**src/rtl/isp_awb_pkg.sv**
```systemverilog
// Shared constants and FSM encoding for the gray-world auto white balance stage.
// Gains are unsigned Q4.8: 12'h100 is unity and 12'hFFF is the largest gain.
package isp_awb_pkg;

    localparam int PIX_BITS = 8;
    localparam int GAIN_W   = 12;
    localparam int SUM_W    = PIX_BITS + 22;

    localparam logic [GAIN_W-1:0] GAIN_ONE = 12'h100;
    localparam logic [GAIN_W-1:0] GAIN_MAX = 12'hFFF;

    typedef enum logic [1:0] {
        ACCUM = 2'd0,
        DIV_R = 2'd1,
        DIV_B = 2'd2,
        PEND  = 2'd3
    } awb_state_t;

endpackage

```
**src/rtl/isp_awb_div.sv**
```systemverilog
// Serial restoring unsigned divider: one quotient bit per cycle, fixed latency.
// The quotient is clamped to GAIN_W bits; a zero divisor yields unity gain.
module isp_awb_div
    import isp_awb_pkg::*;
#(
    parameter int DIVIDEND_W = 38,
    parameter int DIVISOR_W  = 30
) (
    input  logic                  pclk,
    input  logic                  rst_n,
    input  logic                  start,
    input  logic [DIVIDEND_W-1:0] dividend,
    input  logic [DIVISOR_W-1:0]  divisor,
    output logic                  busy,
    output logic                  done,
    output logic [GAIN_W-1:0]     quotient
);

    localparam int CNT_W = $clog2(DIVIDEND_W + 1);

    // dq starts as the dividend; quotient bits shift in at the bottom as dividend bits leave the top.
    logic [DIVIDEND_W-1:0] dq;
    logic [DIVIDEND_W-1:0] dq_nxt;
    logic [DIVISOR_W-1:0]  rem;
    logic [DIVISOR_W-1:0]  rem_nxt;
    logic [DIVISOR_W-1:0]  dsr;
    logic [DIVISOR_W:0]    shifted;
    logic [DIVISOR_W:0]    diff;
    logic [CNT_W-1:0]      cnt;
    logic                  div_zero;

    always_comb begin
        shifted = {rem, dq[DIVIDEND_W-1]};
        diff    = shifted - {1'b0, dsr};
        rem_nxt = shifted[DIVISOR_W-1:0];
        dq_nxt  = {dq[DIVIDEND_W-2:0], 1'b0};
        if (shifted >= {1'b0, dsr}) begin
            rem_nxt = diff[DIVISOR_W-1:0];
            dq_nxt  = {dq[DIVIDEND_W-2:0], 1'b1};
        end
    end

    always_ff @(posedge pclk) begin
        if (!rst_n) begin
            dq       <= '0;
            rem      <= '0;
            dsr      <= '0;
            cnt      <= '0;
            div_zero <= 1'b0;
            busy     <= 1'b0;
            done     <= 1'b0;
            quotient <= '0;
        end else begin
            done <= 1'b0;
            if (start && !busy) begin
                dq       <= dividend;
                rem      <= '0;
                dsr      <= divisor;
                div_zero <= (divisor == '0);
                cnt      <= CNT_W'(DIVIDEND_W);
                busy     <= 1'b1;
            end else if (busy) begin
                dq  <= dq_nxt;
                rem <= rem_nxt;
                cnt <= cnt - CNT_W'(1);
                if (cnt == CNT_W'(1)) begin
                    busy <= 1'b0;
                    done <= 1'b1;
                    if (div_zero)
                        quotient <= GAIN_ONE;
                    else if (|dq_nxt[DIVIDEND_W-1:GAIN_W])
                        quotient <= GAIN_MAX;
                    else
                        quotient <= dq_nxt[GAIN_W-1:0];
                end
            end
        end
    end

endmodule

```
**src/rtl/isp_awb_gain.sv**
```systemverilog
// Gray-world AWB: accumulates per-channel frame sums, divides G/R and G/B between frames,
// commits gains at the next frame boundary and applies them through a 2-stage pipeline.
module isp_awb_gain
    import isp_awb_pkg::*;
#(
    parameter int BITS      = 8,
    parameter int WIDTH     = 1936,
    parameter int HEIGHT    = 1088,
    parameter int GAIN_FRAC = 8
) (
    input  logic                pclk,
    input  logic                rst_n,
    input  logic                awb_en,
    input  logic                in_valid,
    input  logic [3*BITS-1:0]   in_color,
    output logic                out_valid,
    output logic [3*BITS-1:0]   out_color,
    output logic [GAIN_W-1:0]   gain_r,
    output logic [GAIN_W-1:0]   gain_b,
    output logic                stat_done
);

    localparam int NPIX       = WIDTH * HEIGHT;
    localparam int CNT_W      = (NPIX > 1) ? $clog2(NPIX) : 1;
    localparam int DVD_W      = SUM_W + GAIN_FRAC;
    localparam int PROD_W     = BITS + GAIN_W;
    localparam int ROUND_HALF = 1 << (GAIN_FRAC - 1);
    localparam int SAT_MAX    = (1 << BITS) - 1;

    logic [BITS-1:0]   in_r;
    logic [BITS-1:0]   in_g;
    logic [BITS-1:0]   in_b;
    logic [CNT_W-1:0]  pix_cnt;
    logic              last_pix;
    logic [SUM_W-1:0]  sum_r, sum_g, sum_b;
    logic [SUM_W-1:0]  nxt_r, nxt_g, nxt_b;
    logic [SUM_W-1:0]  snap_r, snap_g, snap_b;
    awb_state_t        state;
    logic              accept;
    logic              div_kick;
    logic              div_busy;
    logic              div_done;
    logic [GAIN_W-1:0] div_quot;
    logic [DVD_W-1:0]  div_dividend;
    logic [SUM_W-1:0]  div_divisor;
    logic [GAIN_W-1:0] new_gain_r;
    logic [GAIN_W-1:0] new_gain_b;
    logic [GAIN_W-1:0] eff_r;
    logic [GAIN_W-1:0] eff_b;
    logic              s1_valid;
    logic [PROD_W-1:0] s1_prod_r;
    logic [PROD_W-1:0] s1_prod_b;
    logic [BITS-1:0]   s1_g;

    assign in_r     = in_color[3*BITS-1 -: BITS];
    assign in_g     = in_color[2*BITS-1 -: BITS];
    assign in_b     = in_color[BITS-1:0];
    assign last_pix = in_valid && (pix_cnt == CNT_W'(NPIX - 1));
    assign nxt_r    = sum_r + SUM_W'(in_r);
    assign nxt_g    = sum_g + SUM_W'(in_g);
    assign nxt_b    = sum_b + SUM_W'(in_b);

    // A frame end is only taken while the divider is free; otherwise that frame is skipped.
    assign accept   = last_pix && (state == ACCUM || state == PEND);

    always_ff @(posedge pclk) begin
        if (!rst_n) begin
            pix_cnt <= '0;
            sum_r   <= '0;
            sum_g   <= '0;
            sum_b   <= '0;
        end else if (in_valid) begin
            if (last_pix) begin
                pix_cnt <= '0;
                sum_r   <= '0;
                sum_g   <= '0;
                sum_b   <= '0;
            end else begin
                pix_cnt <= pix_cnt + CNT_W'(1);
                sum_r   <= nxt_r;
                sum_g   <= nxt_g;
                sum_b   <= nxt_b;
            end
        end
    end

    assign div_dividend = {snap_g, {GAIN_FRAC{1'b0}}};
    assign div_divisor  = (state == DIV_B) ? snap_b : snap_r;

    isp_awb_div #(
        .DIVIDEND_W (DVD_W),
        .DIVISOR_W  (SUM_W)
    ) u_div (
        .pclk     (pclk),
        .rst_n    (rst_n),
        .start    (div_kick),
        .dividend (div_dividend),
        .divisor  (div_divisor),
        .busy     (div_busy),
        .done     (div_done),
        .quotient (div_quot)
    );

    // div_kick is held until the divider reports busy, so each launch is seen exactly once.
    always_ff @(posedge pclk) begin
        if (!rst_n) begin
            state      <= ACCUM;
            snap_r     <= '0;
            snap_g     <= '0;
            snap_b     <= '0;
            div_kick   <= 1'b0;
            new_gain_r <= GAIN_ONE;
            new_gain_b <= GAIN_ONE;
            gain_r     <= GAIN_ONE;
            gain_b     <= GAIN_ONE;
            stat_done  <= 1'b0;
        end else begin
            stat_done <= 1'b0;
            if (div_kick && div_busy)
                div_kick <= 1'b0;
            if (accept) begin
                snap_r   <= nxt_r;
                snap_g   <= nxt_g;
                snap_b   <= nxt_b;
                state    <= DIV_R;
                div_kick <= 1'b1;
            end else begin
                unique case (state)
                    ACCUM: ;
                    DIV_R: begin
                        if (div_done) begin
                            new_gain_r <= div_quot;
                            state      <= DIV_B;
                            div_kick   <= 1'b1;
                        end
                    end
                    DIV_B: begin
                        if (div_done) begin
                            new_gain_b <= div_quot;
                            state      <= PEND;
                            stat_done  <= 1'b1;
                        end
                    end
                    PEND: begin
                        if (pix_cnt == '0 && !in_valid) begin
                            gain_r <= new_gain_r;
                            gain_b <= new_gain_b;
                            state  <= ACCUM;
                        end
                    end
                    default: state <= ACCUM;
                endcase
            end
        end
    end

    function automatic logic [BITS-1:0] round_sat(input logic [PROD_W-1:0] p);
        logic [PROD_W:0] t;
        t = {1'b0, p} + (PROD_W + 1)'(ROUND_HALF);
        t = t >> GAIN_FRAC;
        if (t > (PROD_W + 1)'(SAT_MAX))
            return {BITS{1'b1}};
        return t[BITS-1:0];
    endfunction

    always_comb begin
        eff_r = awb_en ? gain_r : GAIN_ONE;
        eff_b = awb_en ? gain_b : GAIN_ONE;
    end

    // Stage 1 multiplies, stage 2 rounds and saturates; G rides along at unity.
    always_ff @(posedge pclk) begin
        if (!rst_n) begin
            s1_valid  <= 1'b0;
            s1_prod_r <= '0;
            s1_prod_b <= '0;
            s1_g      <= '0;
            out_valid <= 1'b0;
            out_color <= '0;
        end else begin
            s1_valid  <= in_valid;
            out_valid <= s1_valid;
            if (in_valid) begin
                s1_prod_r <= PROD_W'(in_r) * PROD_W'(eff_r);
                s1_prod_b <= PROD_W'(in_b) * PROD_W'(eff_b);
                s1_g      <= in_g;
            end
            if (s1_valid)
                out_color <= {round_sat(s1_prod_r), s1_g, round_sat(s1_prod_b)};
        end
    end

endmodule

```
**config.mk**
```make
export PLATFORM = sky130hd
export DESIGN_NAME = isp_awb_gain
export DESIGN_NICKNAME = d
export VERILOG_FILES = /design/src/rtl/isp_awb_pkg.sv /design/src/rtl/isp_awb_div.sv /design/src/rtl/isp_awb_gain.sv
export SDC_FILE = /design/constraint.sdc
export NUM_CORES = 1
export LEC_CHECK = 0
export CAP_MARGIN = 20
export CORE_AREA = 2 2 237 239
export CTS_CLUSTER_DIAMETER = 30
export DETAILED_ROUTE_END_ITERATION = 8
export DIE_AREA = 0 0 239 241
export HOLD_SLACK_MARGIN = 0.1
export PLACE_DENSITY = 0.64
export SLEW_MARGIN = 20
export SYNTH_ARGS = -nofsm -noshare
export SYNTH_HDL_FRONTEND = slang
export SYNTH_HIERARCHICAL = 1
export SYNTH_SLANG_ARGS = --single-unit
```
**constraint.sdc**
```tcl
create_clock -name pclk -period 8.05 [get_ports pclk]
set_clock_uncertainty 0.2 [all_clocks]
set_input_delay 1.61 -clock pclk [delete_from_list [all_inputs] [get_ports pclk]]
set_output_delay 1.61 -clock pclk [all_outputs]
set_load 0.02 [all_outputs]
```
==> impl_metrics.toml <==
[power]
power.density_nw_per_um2 = 216
cellLeakagePower_nw = 13.9
vdd_drop_max_uv = 256
power_mw = 6.87

[grt]
met3_usage_pct = 4.19
grt_max_degree = 99
grt_pass1_wl_um = 123000
overflow = 0
grt_pass1_vias = 23600
grtUsageTotal_pct = 26.3
met1_usage_pct = 35.0
antenna_found_initial = 0
grt.busiest_layer = "met2"
met2_usage_pct = 43.7

[floorplan]
initial_core_util_pct = 49.8
core_um2 = 54900
io-pin-count = 78
num_rows = 86
die_w_um = 239
fp.dieArea_um2 = 57600
die_h_um = 241

[cells_and_area]
fillCellCount = 4866
area_delta_synth_final_pct = 16.5
drive_above_1_share_pct = 8.03
fin_nets = 3536
antenna_cells = 0

[synthesis]
synth_most_common_cell = "dfxtp_1"
netlist_area_um2 = 27300
yosys-top-cells-count = "433 x dfxtp_1, 395 x nand2_1, 216 x a21oi_1, 216 x inv_1, 213 x nor2_1"
yosysWarnings = 6
synth_cells = 3246
ys_types = 90
synth_seq_cells = 433
ys_seq_area_share_pct = 31.7
yosys.area.top_type_share_pct = 31.7
synth_top_area_cell = "dfxtp_1"
syn_area_per_cell_um2 = 8.43
async_flop_share_pct = 0
synth_ff_type = "dfxtp_1"
synth_edf_count = 0
synth_area_leaders = "dfxtp_1 32%, fa_1 8.9%, ha_1 6.3%, nand2_1 5.4%, a21oi_1 4.0%"

[clock_tree]
cts_hold_buf = 0
cts_resized = 0
root_buffer = "clkbuf_16"
cts_tree = "yes"
clkTransAtPathRegs_ns = 0.05
insertion_delay_ns = 0.64
clock_sink_count = 433
cts_made_buffers = 97
clock_path_buffers = 3
post_cts_buffers = 0
htree_levels = 3

[placed_design]
io_buffers = 77
routabilityCongestion = 0.916
hpwl_um = 51400

[run]
maxCapViolations = 0

[route]
vias = 23600
drt_pre_antenna_iters = 7
wl_per_cell_um = 18.7
drc_errors = 0
routed_wl_um = 75200
dr.first_iter.drc_count = 1660
via_per_inst = 5.86
ant_nets = 0

[setup_path]
critPathMaxFanout = 98
arrival_ns = 7.01
reg2regPathDepth = 16
crit_type = "primary input to register"
cp.required_ns = 8.32
critPathLaunchType = "primary input"
end_kind = "register"

[sta]
maxSlewHeadroom_pct = 26.2
slew_violations = 0
rsz0062_at_grt = "false"
final.setup.tns_ns = 0
fmax_mhz = 148
fin_crit_ns = 6.74
report.final.hold_viol_count = 0
worst_slew_pin_slew_ns = 1.10
finalSetupViolCount = 0
finalCritPeriodShare_pct = 83.7

[worst_hold_path]
holdPathStages = 2
hold_class = "register to register"

[status]
status = "completed"
==> report_power, final <==
group	switching, mW	total [mW]	internal, mW
registers	0.0266	2.21	2.18
logic	0.298	0.453	0.156
clock network	1.29	4.21	2.92
==> worst max-delay path, stage by stage <==
cell	delay, ns
buf_4	0.58
buf_4	0.62
and3_1	0.27
fa_1	0.45
fa_1	0.52
fa_1	0.54
inv_1	0.05
fa_1	0.52
inv_1	0.04
ha_1	0.36
a211oi_1	0.33
o21ai_0	0.15
o21ai_0	0.10
o211ai_1	0.23
a311oi_1	0.38
xnor2_1	0.15
o21ai_0	0.09
==> state kept, by name (all words and copies together), names as in the netlist, 24 cells and up <==
register and count:
u_div/dsr 30, sum_b 30, u_div/rem 30, out_color 24, sum_g 30, snap_r 30
sum_r 30, snap_b 30, u_div/dq 38, snap_g 30
==> path summary, 6_finish.rpt <==
kind	startpoint	end	slack [ns]
setup / recovery	awb_en	s1_prod_b[19]	1.31
hold / removal	snap_b[6]	snap_b[6]	0.25
setup reg to reg	gain_r[8]	s1_prod_r[17]	2.62
hold reg to reg	snap_b[6]	snap_b[6]	0.25
==> metal layers <==
metal,part of all wire [%],wire (um)
met4,2.2,1630
met2,47,35200
met1,44,33400
met5,0,0
met3,6.5,4880
==> through the flow <==
stage	setup WS [ns]	utilization (%)	cell area (um^2)	instances	hold WS (ns)
after floorplan	1.29	-	27400	3253	0.218
after global placement	0.911	51.6	28300	3853	0.239
after detailed placement	0.746	51.6	28300	3853	0.245
after CTS	1.40	58.1	31900	4030	0.253
after global routing	0.985	58.1	31900	4030	0.272
final	1.31	58.1	31900	4030	0.250
==> cells in the final DEF (no fill, tap or decap), types with 22 or more instances in the layout <==
master / n
a211oi_1: 74
a21oi_1: 216
fa_1: 122
dfxtp_1: 431
mux2_2: 31
and3_1: 169
xor2_1: 82
nand2_1: 395
nor3_1: 33
clkdlybuf4s50_1: 74
inv_1: 214
nor2_1: 211
nand3_1: 114
nor4_1: 22
ha_1: 138
a21boi_0: 36
nand4_1: 30
a31oi_1: 38
clkbuf_16: 97
mux2i_1: 90
and2_1: 28
o211a_1: 39
o21ai_0: 197
or3_1: 22
buf_4: 25
xnor2_1: 83
==> area by class of cell <==
cell class,count,area [um^2],area share [%]
clock buffer,124,2670,8.38
clock inverter,53,866,2.72
inverter,217,820,2.57
multi-input combinational,2399,17000,53.4
sequential,433,8670,27.2
tap,704,881,2.76
timing repair buffer,100,933,2.93
==> kinds of logic after synthesis <==
group / Yosys count / synth area share, %
adder cells (fa/ha/maj): 260 / 15.2
XOR/XNOR: 165 / 5.28
other: 1 / 0.0137
AO/OA/AOI/OAI: 726 / 16.9
multiplexers: 121 / 4.57
AND/OR/NAND/NOR: 1119 / 20.0
buffers and inverters: 421 / 6.29
flip-flops: 433 / 31.7
(Power assumes the default switching activity.)
